<file path="config.mk">
export PLATFORM = sky130hd
export DESIGN_NAME = operand_source
export DESIGN_NICKNAME = d
export VERILOG_FILES = /design/src/rtl/operand_source.sv
export SDC_FILE = /design/constraint.sdc
export NUM_CORES = 1
export LEC_CHECK = 0
export ABC_AREA = 1
export ABC_CLOCK_PERIOD_IN_PS = 2000
export BUFFER_PORTS_ARGS = -buffer_cell sky130_fd_sc_hd__buf_2
export CAP_MARGIN = 10
export CORE_MARGIN = 1.5
export CORE_UTILIZATION = 45
export CTS_BUF_LIST = sky130_fd_sc_hd__clkbuf_2
export CTS_CLUSTER_DIAMETER = 150
export CTS_CLUSTER_SIZE = 25
export DETAILED_ROUTE_END_ITERATION = 8
export PLACE_DENSITY = 0.71
export SLEW_MARGIN = 20
export SYNTH_ARGS = -nofsm -noshare
export SYNTH_HDL_FRONTEND = slang
export SYNTH_SLANG_ARGS = --single-unit
</file>
<file path="constraint.sdc">
create_clock -name clock -period 2 [get_ports clock]
set_input_delay 0.3 -clock clock [delete_from_list [all_inputs] [get_ports clock]]
set_output_delay 0.3 -clock clock [all_outputs]
set_load 0.05 [all_outputs]
</file>
<file path="src/rtl/operand_source.sv">
`default_nettype none
// ============================================================================
// Module   : operand_source
// Purpose  : Emits a burst of (x, y) operand pairs over a dual dav/rfd
//            four-phase handshake and optionally accumulates returned products.
// Options  : define OPERAND_SOURCE_ACCUM_EN to enable the product accumulator.
// Revision : 1.0
// ============================================================================
module operand_source (
    input  logic        clock,
    input  logic        reset,
    input  logic        start,
    input  logic [7:0]  base_x,
    input  logic [7:0]  base_y,
    input  logic [3:0]  len,
    output logic [7:0]  x,
    output logic [7:0]  y,
    output logic        dav1_,
    output logic        dav2_,
    input  logic        rfd1,
    input  logic        rfd2,
    input  logic [15:0] m,
    input  logic        ok,
    output logic [19:0] acc,
    output logic        busy,
    output logic        done
);

    localparam logic [2:0] S_IDLE    = 3'd0;
    localparam logic [2:0] S_PRESENT = 3'd1;
    localparam logic [2:0] S_HOLD    = 3'd2;
    localparam logic [2:0] S_RELEASE = 3'd3;
    localparam logic [2:0] S_FINISH  = 3'd4;

    logic [2:0] r_state;
    logic [3:0] r_idx;
    logic [3:0] r_last_idx;
    logic [7:0] r_base_x;
    logic [7:0] r_base_y;
    logic       r_dav_n;

    logic w_both_ready;
    logic w_both_low;
    logic w_hold_exit;
    logic w_load;

    assign w_both_ready = rfd1 & rfd2;
    assign w_both_low   = ~rfd1 & ~rfd2;
    assign w_load       = start & ((r_state == S_IDLE) | (r_state == S_FINISH));

`ifdef OPERAND_SOURCE_ACCUM_EN
    assign w_hold_exit = w_both_low & ok;
`else
    assign w_hold_exit = w_both_low;
`endif

    // Both strobes come from one register so they can never disagree.
    assign dav1_ = r_dav_n;
    assign dav2_ = r_dav_n;
    assign busy  = (r_state == S_PRESENT) | (r_state == S_HOLD) | (r_state == S_RELEASE);
    assign done  = (r_state == S_FINISH);

    always_ff @(posedge clock or posedge reset) begin
        if (reset) begin
            r_state    <= S_IDLE;
            r_idx      <= 4'd0;
            r_last_idx <= 4'd0;
            r_base_x   <= 8'd0;
            r_base_y   <= 8'd0;
            x          <= 8'd0;
            y          <= 8'd0;
            r_dav_n    <= 1'b1;
        end else begin
            case (r_state)
                S_IDLE, S_FINISH: begin
                    if (start) begin
                        r_base_x   <= base_x;
                        r_base_y   <= base_y;
                        r_last_idx <= len - 4'd1;   // len = 0 wraps to 15, i.e. 16 pairs
                        r_idx      <= 4'd0;
                        r_state    <= S_PRESENT;
                    end
                end
                S_PRESENT: begin
                    if (w_both_ready) begin
                        x       <= r_base_x + {4'd0, r_idx};
                        y       <= r_base_y;
                        r_dav_n <= 1'b0;
                        r_state <= S_HOLD;
                    end
                end
                S_HOLD: begin
                    if (w_hold_exit) begin
                        r_dav_n <= 1'b1;
                        r_state <= S_RELEASE;
                    end
                end
                S_RELEASE: begin
                    if (w_both_ready) begin
                        if (r_idx == r_last_idx) begin
                            r_state <= S_FINISH;
                        end else begin
                            r_idx   <= r_idx + 4'd1;
                            r_state <= S_PRESENT;
                        end
                    end
                end
                default: begin
                    r_state <= S_IDLE;
                    r_dav_n <= 1'b1;
                end
            endcase
        end
    end

`ifdef OPERAND_SOURCE_ACCUM_EN
    logic [19:0] r_acc;

    always_ff @(posedge clock or posedge reset) begin
        if (reset) begin
            r_acc <= 20'd0;
        end else if (w_load) begin
            r_acc <= 20'd0;
        end else if ((r_state == S_HOLD) && w_hold_exit) begin
            r_acc <= r_acc + {4'd0, m};
        end
    end

    assign acc = r_acc;
`else
    logic unused_inputs;

    assign unused_inputs = ^{m, ok, w_load};
    assign acc           = 20'd0;
`endif

endmodule
`default_nettype wire

</file>
# Word-level counts from Yosys, hierarchy flattened
# Index checks and enable logic that the tools add are counted.
# word_totals
out_inout_bits	40
elab_cells	50
input_bits	42
register_bits	44
# classes
eq_ne	10
mux	13
n_addsub	3
n_reduce_logical	9
bitwise	7
# ops
operator	count
two-way mux 3 bit	5
two-way mux 4 bit	3
one-hot mux 3 bit (4 select lines)	1
inequality test 2 bit, second input constant	5
adder 8 x 4 -> 8 bit	1
one-hot mux 4 bit (2 select lines)	1
AND reduction 4 bit	2
== test 3 x 2 -> 1 bit, second input constant	2
adder 4 x 1 -> 4 bit, second input constant	1
== test 4 bit	1
AND reduction 2 bit	2
subtractor 4 x 1 -> 4 bit, second input constant	1
== test 3 x 1 -> 1 bit, second input constant	1
== test 3 bit, second input constant	1
zero test 3 bit	1
NOT 1 bit	3
one-hot mux 1 bit (3 select lines)	1
AND reduction 3 bit	1
OR reduction 3 bit	1
AND 1 bit	2
two-way mux 1 bit	2
bitwise OR 1 bit	2
nonzero test 2 bit	1
OR reduction 2 bit	1

# Logic depth before layout (Yosys ltp)
# Gate-level depths: netlist of the first run.
# depth
word_depth	4
depth_mapped	10
depth_no_buf	10

# Worst setup path before layout of the first run
# Ideal clock, no wire load.
# synth_timing
kind	reg-to-output
start	register r_state[1]
end	output port done
slack_ns	0.361
t_arrival_ns	1.339
stages_incl_launch_ff	4
t_required_ns	1.700
n_path_buf	0
cell_sequence	dfrtp_1 > nor2_1 > inv_2 > nor2_1
# synth_between
elab_chain_cells	1
# synth_rtl
element	line_no	text
start: declaration	35	logic [2:0] r_state;
start signal: assignment	65	r_state <= S_IDLE;
start signal: assignment	81	r_state <= S_PRESENT;
start signal: assignment	89	r_state <= S_HOLD;
== test 3 bit	61	assign done = (r_state == S_FINISH);
end: declaration	26	output logic done
# No other way between the ends.

# Worst setup path after layout of the first run
# Ends and elaborated chain as after synthesis.

==> impl_metrics.yaml, run 1 <==
outcome:
  run_status: "finished, final reports clean"
die:
  die_area_sq_um: 5640
  num_io_pins: 82
  start_util: 0.461
  core-area_sq_um: 5070
  die_y_um: 75.1
  die_w_um: 75.1
  rows: 26
sta:
  rsz0062_at_grt: "no"
  fin_crit_ns: 1.86
  drv_slew: 0
  max_slew.worst_pin.slew_ns: 0.547
  min_period_over_period: 0.930
  finalHoldViolCount: 0
  fin_setup_tns_ns: 0
  setup_viol: 0
  fmax_mhz: 537
  max_slew_margin: 0.635
  clock_skew_ns: 0.0103
detailed_routing:
  ant_nets: 0
  drt-pass1-iter-count: 4
  drt_iter0_drc: 104
  drt-wirelength-per-cell_um: 10.4
  drc: 0
  via_count: 1854
  wirelength_um: 4300
  avgViaCountPerCell: 4.49
setup_path:
  required_ns: 1.70
  end_kind: "primary output"
  cpMaxStageDelayCell: "dfrtp_1"
  r2r_slack_ns: 0.27
  r2r_cells: 8
  r2r-end: "x[6]"
  crit_fanout: 5
  critPathArrivalTime_ns: 1.56
  worstSetupPathType: "flop to primary output"
  crit_top_cell: "nor2_1"
  r2r-start: "r_idx[0]"
  crit_start: "r_state[1]"
  start_kind: "flop"
  cpPeakStageDelay_ns: 0.48
  path_cells: "nor2_1 > inv_2 > nor2_1 > buf_2"
clock_network:
  clkSinkCount: 44
  cts_buffers: 5
  clockRootBuffer: "clkbuf_2"
  clock_latency_ns: 0.41
  htreeDepth: 2
  path_clk_slew_ns: 0.22
  cts_tree: "done"
  cts_buffer_depth: 2
worst_hold_path:
  min_to: "r_base_x[3]"
  hold_depth: 3
  hp-start: "base_x[3]"
  hold_path.class: "primary input to flop"
cells_and_area:
  layout_common_cells: "nand2_1, buf_2, dfrtp_1"
  ff_latch_area_sq_um: 1100
  stdcell_count: 413
  layout_commonest_cell: "nand2_1"
  n_fill_cell: 521
  antennaDiodeCount: 0
  synthToLayoutAreaGrowth_pct: 11.1
  multiInputGateArea_sq_um: 1000
  fin_nets: 391
  drive_gt1_frac: 0.195
job:
  drv_cap: 0
grt:
  antenna_found_initial: 0
  grt_max_degree: 45
  grt_pass1_vias: 1563
  grt_pass1_wl_um: 6890
  overflow: 0
  gr-usage-all-layers: 0.162
power:
  p_leak_uw: 0.00148
  power.density_nw_per_um2: 1530
  power.share.sequential: 0.389
  switching_share: 0.521
  pwr-share-clk: 0.095
  p_comb_frac: 0.516
  switchingPower_uw: 2070
  vdd_drop_max_mv: 0.485
  p_int_uw: 1910
placement:
  routabilityCongestion: 0.815
  dp.cells: 404
  dp_hpwl_um: 3170
  numPortBuffers: 44
synthesis:
  ys_ff_latch: 44
  synth.distinct_cells: 25
  netlist_instances: 295
  seq_area_frac_synth: 0.471
  syn_avg_cell_area_sq_um: 7.94
  yosys_warnings: 0
  mappedNetlistArea_sq_um: 2340
==> cell type report <==
cell class / instances / area share
Clock inverter: 2 / 0.00433
Sequential cell: 44 / 0.424
Multi-Input combinational cell: 213 / 0.386
Timing Repair Buffer: 48 / 0.0972
Inverter: 30 / 0.0433
Tap cell: 70 / 0.0337
Clock buffer: 6 / 0.0115
==> repair_timing <==
item                      CTS  global route
buffers inserted            0             0
resized for setup           0             0
hold buffers                1             0
hold endpoints to repair   43             0
==> how the worst max path moves through the flow <==
stage	slack [ns]	depth (start not counted)	endpoint
after floorplan	0.36	3	done
after global placement	0.32	8	x[6]
after detailed placement	0.32	8	x[6]
after CTS	0.11	4	done
after global routing	0.004	4	done
final	0.14	4	done
==> worst max-delay path: cells and delay by family (launching register included) <==
family / cells / cell delay (ns)
flops: 1 / 0.48
simple gates: 2 / 0.31
buf+inv: 2 / 0.36
==> stage by stage <==
step	util	worst slack, ns	hold WS, ns	power [uW]	area, sq um
after global routing	0.513	0.00394	0.0321	4330	2600
after CTS	0.513	0.109	0.0537	4010	2600
final	0.513	0.139	0.0642	3970	2600
after global placement	0.502	0.321	0.450	3570	2550
after floorplan	-	0.361	0.417	3220	2410
after detailed placement	0.502	0.322	0.454	3640	2550
==> Yosys cell counts <==
| cell | count | share of area |
|---|---|---|
| dfstp_2 | 1 | 0.011 |
| dfrtp_1 | 43 | 0.46 |
| inv_2 | 5 | 0.0080 |
| conb_1 | 1 | 0.0016 |
| nand3_2 | 1 | 0.0043 |
| fa_1 | 1 | 0.0086 |
| nor3_1 | 2 | 0.0043 |
| nand2_1 | 115 | 0.18 |
| nand3_1 | 19 | 0.041 |
| buf_2 | 4 | 0.0086 |
| nor2_4 | 2 | 0.0096 |
| a21oi_4 | 1 | 0.0070 |
| nor3_2 | 1 | 0.0043 |
| nand4_1 | 2 | 0.0053 |
| o21ai_2 | 1 | 0.0037 |
| inv_1 | 25 | 0.040 |
| buf_4 | 23 | 0.074 |
| o21ai_0 | 13 | 0.028 |
| xnor2_1 | 2 | 0.0075 |
| o21ai_1 | 4 | 0.0086 |
| nand2_2 | 1 | 0.0027 |
| a21oi_1 | 5 | 0.011 |
| ha_1 | 6 | 0.032 |
| xor2_1 | 4 | 0.015 |
| nor2_1 | 13 | 0.021 |
==> layer usage <==
layer	track usage	share of wire	up-vias	routed length (um)
met3	0.0388	0.048	6	207
met4	0.0485	0.014	0	59
met2	0.265	0.47	51	2040
met1	0.214	0.46	833	2000
li1	-	-	964	-
met5	0	0	-	0
==> power groups by stage <==
stage	registers, uW	clock network, uW	logic [uW]
after floorplan	2050	0	1170
after global placement	1550	0	2030
after detailed placement	1570	0	2070
after CTS	1550	386	2070
after global routing	1600	425	2300
final	1550	376	2050
==> registers in the layout, indices dropped and copies added (netlist names) <==
signal / flops
r_state: 3
r_idx: 4
x: 8
r_last_idx: 4
y: 8
r_base_x: 8
r_base_y: 8
dav1_: 1
==> cells by family (layout without fill, tap and decap cells) <==
family          count (synthesis)  in the layout  synth area share
buf+inv                        57             86             0.130
other cells                     1             20           0.00160
simple gates                  156            156             0.276
compound gates                 24             24            0.0577
flops                          44             44             0.471
fa+ha+maj                       7              7            0.0406
xor+xnor                        6              6            0.0224
Note: power is estimated with default switching activity, not from simulation.
==> run 2, diff against run 1 <==
--- a/config.mk
+++ b/config.mk
@@ -6,16 +6,16 @@
 export NUM_CORES = 1
 export LEC_CHECK = 0
 export ABC_AREA = 1
-export ABC_CLOCK_PERIOD_IN_PS = 2000
+export ABC_CLOCK_PERIOD_IN_PS = 2320
 export BUFFER_PORTS_ARGS = -buffer_cell sky130_fd_sc_hd__buf_2
 export CAP_MARGIN = 10
 export CORE_MARGIN = 1.5
-export CORE_UTILIZATION = 45
+export CORE_UTILIZATION = 53
 export CTS_BUF_LIST = sky130_fd_sc_hd__clkbuf_2
 export CTS_CLUSTER_DIAMETER = 150
 export CTS_CLUSTER_SIZE = 25
 export DETAILED_ROUTE_END_ITERATION = 8
-export PLACE_DENSITY = 0.71
+export PLACE_DENSITY = 0.82
 export SLEW_MARGIN = 20
 export SYNTH_ARGS = -nofsm -noshare
 export SYNTH_HDL_FRONTEND = slang
==> constraint.sdc (replaced) <==
create_clock -name clock -period 2.32 [get_ports clock]
set_input_delay 0.348 -clock clock [delete_from_list [all_inputs] [get_ports clock]]
set_output_delay 0.348 -clock clock [all_outputs]
set_load 0.05 [all_outputs]
==> impl_metrics.yaml, run 2 (synthesized netlist as in run 1, its figures left out) <==
setup_path:
  crit_fanout: 5
  r2r_cells: 8
  worstSetupPathType: "flop to primary output"
  end_kind: "primary output"
  required_ns: 1.97
  start_kind: "flop"
  critPathArrivalTime_ns: 1.56
cells_and_area:
  drive_gt1_frac: 0.201
  antennaDiodeCount: 0
  utilization: 0.627
  layout_commonest_cell: "nand2_1"
  synthToLayoutAreaGrowth_pct: 10.2
  layout_common_cells: "nand2_1, buf_2, dfrtp_1"
  fin_nets: 392
outcome:
  run_status: "finished, final reports clean"
worst_hold_path:
  hold_path.class: "primary input to flop"
  hold_depth: 3
job:
  drv_cap: 0
detailed_routing:
  ant_nets: 0
  wirelength_um: 4370
  drt_iter0_drc: 81
  drc: 0
  via_count: 1934
  drt-wirelength-per-cell_um: 11.1
  avgViaCountPerCell: 4.92
  drt-pass1-iter-count: 4
clock_network:
  path_clk_slew_ns: 0.24
  clockRootBuffer: "clkbuf_2"
  cts_tree: "done"
  cts_buffers: 5
  clkSinkCount: 44
  htreeDepth: 2
  cts_buffer_depth: 2
  cts.repair.resized: 0
  clock_latency_ns: 0.42
sta:
  max_slew.worst_pin.slew_ns: 0.652
  finalHoldViolCount: 0
  fmax_mhz: 525
  fin_crit_ns: 1.90
  setup_viol: 0
  drv_slew: 0
  min_period_over_period: 0.821
  max_slew_margin: 0.565
  rsz0062_at_grt: "no"
  fin_setup_tns_ns: 0
  clock_skew_ns: 0.0350
die:
  die_w_um: 69.5
  die_area_sq_um: 4820
  core-area_sq_um: 4120
  num_io_pins: 82
  start_util: 0.569
  rows: 23
  die_y_um: 69.5
placement:
  routabilityCongestion: 0.852
  dp_hpwl_um: 3260
  numPortBuffers: 44
grt:
  grt_pass1_vias: 1834
  gr-usage-all-layers: 0.200
  grt_max_degree: 33
  overflow: 0
  grt_pass1_wl_um: 7840
  antenna_found_initial: 0
power:
  vdd_drop_max_mv: 0.819
  power.density_nw_per_um2: 1330
  p_leak_uw: 0.00149
-- run 2: metal layers --
| layer | wire [um] | vias to the layer above | track usage |
|---|---|---|---|
| met4 | 102 | 0 | 0.0915 |
| met1 | 1940 | 888 | 0.249 |
| met2 | 2060 | 70 | 0.334 |
| li1 | - | 968 | - |
| met5 | 0 | - | 0 |
| met3 | 266 | 8 | 0.0422 |
-- run 2: path summary, 6_finish.rpt --
path / slack, ns / endpoint / from
setup reg to reg: 0.52 / x[6] / r_idx[0]
hold / removal: 0.1 / r_base_y[2] / base_y[2]
min in group asynchronous: 0.51 / x[5] / reset
max in group asynchronous: 1.20 / x[0] / reset
setup / recovery: 0.42 / done / r_state[1]
hold reg to reg: 0.47 / y[4] / r_base_y[4]
-- run 2: what timing repair did --
| action | CTS | global route |
|---|---|---|
| hold buffers | 0 | 1 |
| setup buffers | 0 | 0 |
| endpoints found under the hold margin | 0 | 12 |
-- run 2: through the flow --
| step | instance area (sq um) | hold WS (ns) | setup slack (ns) | instances | power (uW) |
|---|---|---|---|---|---|
| 2_1_floorplan | 2410 | 0.442 | 0.633 | 314 | 2780 |
| 3_3_place_gp | 2530 | 0.451 | 0.639 | 385 | 3080 |
| 3_5_place_dp | 2530 | 0.458 | 0.592 | 385 | 3140 |
| 4_1_cts | 2570 | 0.0345 | 0.410 | 392 | 3440 |
| 5_1_grt | 2580 | 0.0809 | 0.297 | 393 | 3720 |
| 6_report | 2580 | 0.0999 | 0.416 | 393 | 3430 |
-- run 2: final cells by class --
cell class	count	area (sq um)
clock buffer	5	25.0
clock inverter	2	12.5
fill	377	1540
inverter	30	113
multi-input combinational	213	1000
sequential	44	1100
tap	50	62.6
timing repair buffer	49	260
-- run 2: power breakdown --
part           switching [uW]  total (uW)  internal (uW)
clock                     246         312           66.4
combinational            1320        1790            474
sequential                228        1330           1100
-- run 2: worst max-delay path: stages (launching register included) --
cell and delay, ns:
dfrtp_1 0.48, nor2_1 0.22, inv_2 0.11, nor2_1 0.09
buf_2 0.26
==> run 3, diff against run 2 <==
--- a/config.mk
+++ b/config.mk
@@ -5,17 +5,17 @@
 export SDC_FILE = /design/constraint.sdc
 export NUM_CORES = 1
 export LEC_CHECK = 0
-export ABC_AREA = 1
-export ABC_CLOCK_PERIOD_IN_PS = 2320
+export ABC_AREA = 0
+export ABC_CLOCK_PERIOD_IN_PS = 1600
 export BUFFER_PORTS_ARGS = -buffer_cell sky130_fd_sc_hd__buf_2
 export CAP_MARGIN = 10
 export CORE_MARGIN = 1.5
-export CORE_UTILIZATION = 53
+export CORE_UTILIZATION = 47
 export CTS_BUF_LIST = sky130_fd_sc_hd__clkbuf_2
 export CTS_CLUSTER_DIAMETER = 150
 export CTS_CLUSTER_SIZE = 25
 export DETAILED_ROUTE_END_ITERATION = 8
-export PLACE_DENSITY = 0.82
+export PLACE_DENSITY = 0.77
 export SLEW_MARGIN = 20
 export SYNTH_ARGS = -nofsm -noshare
 export SYNTH_HDL_FRONTEND = slang
==> constraint.sdc (replaced) <==
create_clock -name clock -period 1.6 [get_ports clock]
set_input_delay 0.24 -clock clock [delete_from_list [all_inputs] [get_ports clock]]
set_output_delay 0.24 -clock clock [all_outputs]
set_load 0.05 [all_outputs]
==> impl_metrics.yaml, run 3 <==
worst_hold_path:
  hold_path.class: "primary input to flop"
  min_to: "r_base_y[4]"
  hold_depth: 2
  hp-start: "base_y[4]"
job:
  drv_cap: 0
detailed_routing:
  avgViaCountPerCell: 4.83
  drc: 0
  drt-pass1-iter-count: 4
  via_count: 1771
  drt-wirelength-per-cell_um: 13.7
  wirelength_um: 5040
  drt_iter0_drc: 73
  ant_nets: 0
setup_path:
  r2r_cells: 6
  worstSetupPathType: "flop to flop"
  end_kind: "flop"
  r2r-end: "x[6]"
  critPathArrivalTime_ns: 2.03
  crit_fanout: 3
  start_kind: "flop"
  r2r_slack_ns: -0.09
  r2r-start: "r_base_x[1]"
  required_ns: 1.94
power:
  p_comb_frac: 0.568
  p_int_uw: 3430
  power.share.sequential: 0.328
  power_uw: 6160
  vdd_drop_max_mv: 1.25
  switchingPower_uw: 2730
  switching_share: 0.443
  pwr-share-clk: 0.105
  p_leak_uw: 0.00161
  power.density_nw_per_um2: 1980
clock_network:
  clock_latency_ns: 0.43
  clkSinkCount: 44
  path_clk_slew_ns: 0.24
  clockRootBuffer: "clkbuf_2"
  htreeDepth: 2
  cts_buffers: 5
  cts_buffer_depth: 2
  cts_tree: "done"
cells_and_area:
  layout_common_cells: "nand2_1, buf_2, dfrtp_1"
  fin_nets: 348
  synthToLayoutAreaGrowth_pct: 32.5
  antennaDiodeCount: 0
  utilization: 0.654
  final_cell_area_sq_um: 3110
  layout_commonest_cell: "nand2_1"
  drive_gt1_frac: 0.427
placement:
  numPortBuffers: 44
  placed_cell_area_sq_um: 2740
  dp_hpwl_um: 3430
  routabilityCongestion: 0.876
synthesis:
  synth_largest_area_cell: "dfrtp_1"
  yosys-top-cells-area: "dfrtp_1, mux2_4, nand2_1, buf_4, ha_1"
  synth_top_family_by_area: "simple AND/OR/NAND/NOR gates"
  seq_area_frac_synth: 0.469
  synth-edff-count: 0
  netlist_instances: 218
  ys_ff_latch: 44
  mappedNetlistArea_sq_um: 2350
  async_flop_share: 1.00
  synth_mux_area_frac: 0.128
  syn_avg_cell_area_sq_um: 10.8
  yosysMostFrequentCell: "nand2_1"
  synth_common_cells: "nand2_1, dfrtp_1, buf_4, mux2_4"
  synth_compound_area_frac: 0.0655
  synth.distinct_cells: 43
  synthXorXnorAreaFrac: 0.0373
  yosys.area_share.adder: 0.0405
  yosys_warnings: 0
  synth_flop_cell: "dfrtp_1"
  synth_top_area_frac: 0.458
  synthSimpleGateAreaFrac: 0.158
grt:
  grt_pass1_vias: 1724
  overflow: 0
  gr-usage-all-layers: 0.192
  grt_max_degree: 19
  antenna_found_initial: 0
  grt_pass1_wl_um: 7970
die:
  num_io_pins: 82
  die_w_um: 73.7
  rows: 25
  die_y_um: 73.7
  die_area_sq_um: 5430
  start_util: 0.494
  core-area_sq_um: 4750
sta:
  setup_slack_ns: -0.0904
  holdWs_ns: 0.0199
  fin_setup_tns_ns: -0.577
  fmax_mhz: 592
  setup_viol: 21
  drv_slew: 0
  clock_skew_ns: 0.0124
  max_slew.worst_pin.slew_ns: 0.524
  finalHoldViolCount: 0
  rsz0062_at_grt: "yes"
  fin_crit_ns: 1.69
  min_period_over_period: 1.06
  max_slew_margin: 0.649
outcome:
  run_status: "complete, but fails checks"
  violations: "setup timing"
[run 3: worst max path at each step]
stage	from	endpoint	slack (ns)	cells after the start
2_1_floorplan	r_idx[0]	x[6]	-0.08	6
3_3_place_gp	r_idx[1]	x[5]	-0.08	6
3_5_place_dp	r_base_x[0]	x[6]	-0.11	6
4_1_cts	r_idx[0]	x[6]	-0.10	6
5_1_grt	r_idx[0]	x[5]	-0.19	7
6_report	r_base_x[1]	x[6]	-0.09	6
[run 3: metrics by stage]
stage	instances	setup slack, ns
5_1_grt	367	-0.189
4_1_cts	358	-0.104
6_report	367	-0.0904
3_5_place_dp	342	-0.112
3_3_place_gp	342	-0.0804
2_1_floorplan	237	-0.0833
[run 3: critical path, stage by stage, from the launching register on]
cell,delay [ns]
dfrtp_1,0.48
buf_4,0.16
fa_2,0.37
a211o_1,0.28
o2111ai_2,0.09
xor2_1,0.17
o21ai_1,0.07
[run 3: per-layer routing]
metal | track usage | wire length, um
met2 | 0.338 | 2720
met1 | 0.234 | 2060
met4 | 0.0576 | 80
met3 | 0.0412 | 185
met5 | 0 | 0
[run 3: cells by family after synthesis]
family | Yosys count
muxes | 22
DFF | 44
AOI/OAI and AO/OA | 24
buffers and inverters | 34
and+or+nand+nor | 76
xor gates and xnor gates | 10
other | 1
adders and majority gates | 7
[run 3: timing repair]
action                                  in CTS  in global routing
resized for setup                           17                 16
endpoints found under the hold margin       12                  2
cloned                                       0                  1
hold buffers                                 2                  2
endpoints found under the setup margin       6                 27
pin swaps                                   12                  7
setup buffers                                6                  7
[run 3: cell type report]
type / count / area, sq um
repair buffers: 85 / 628
multi-input cells: 159 / 1210
flip-flops and latches: 44 / 1100
inverters: 4 / 15.0
clock buffers: 5 / 25.0
fillers: 393 / 1640
well taps: 67 / 83.8
clock inverters: 3 / 42.5
[run 3: power by group through the flow]
stage	clock [uW]	sequential, uW	combinational [uW]
2_1_floorplan	0	2610	1630
3_3_place_gp	0	1980	2920
3_5_place_dp	0	2000	3000
4_1_cts	651	2000	3230
5_1_grt	703	2090	3760
6_report	644	2020	3490
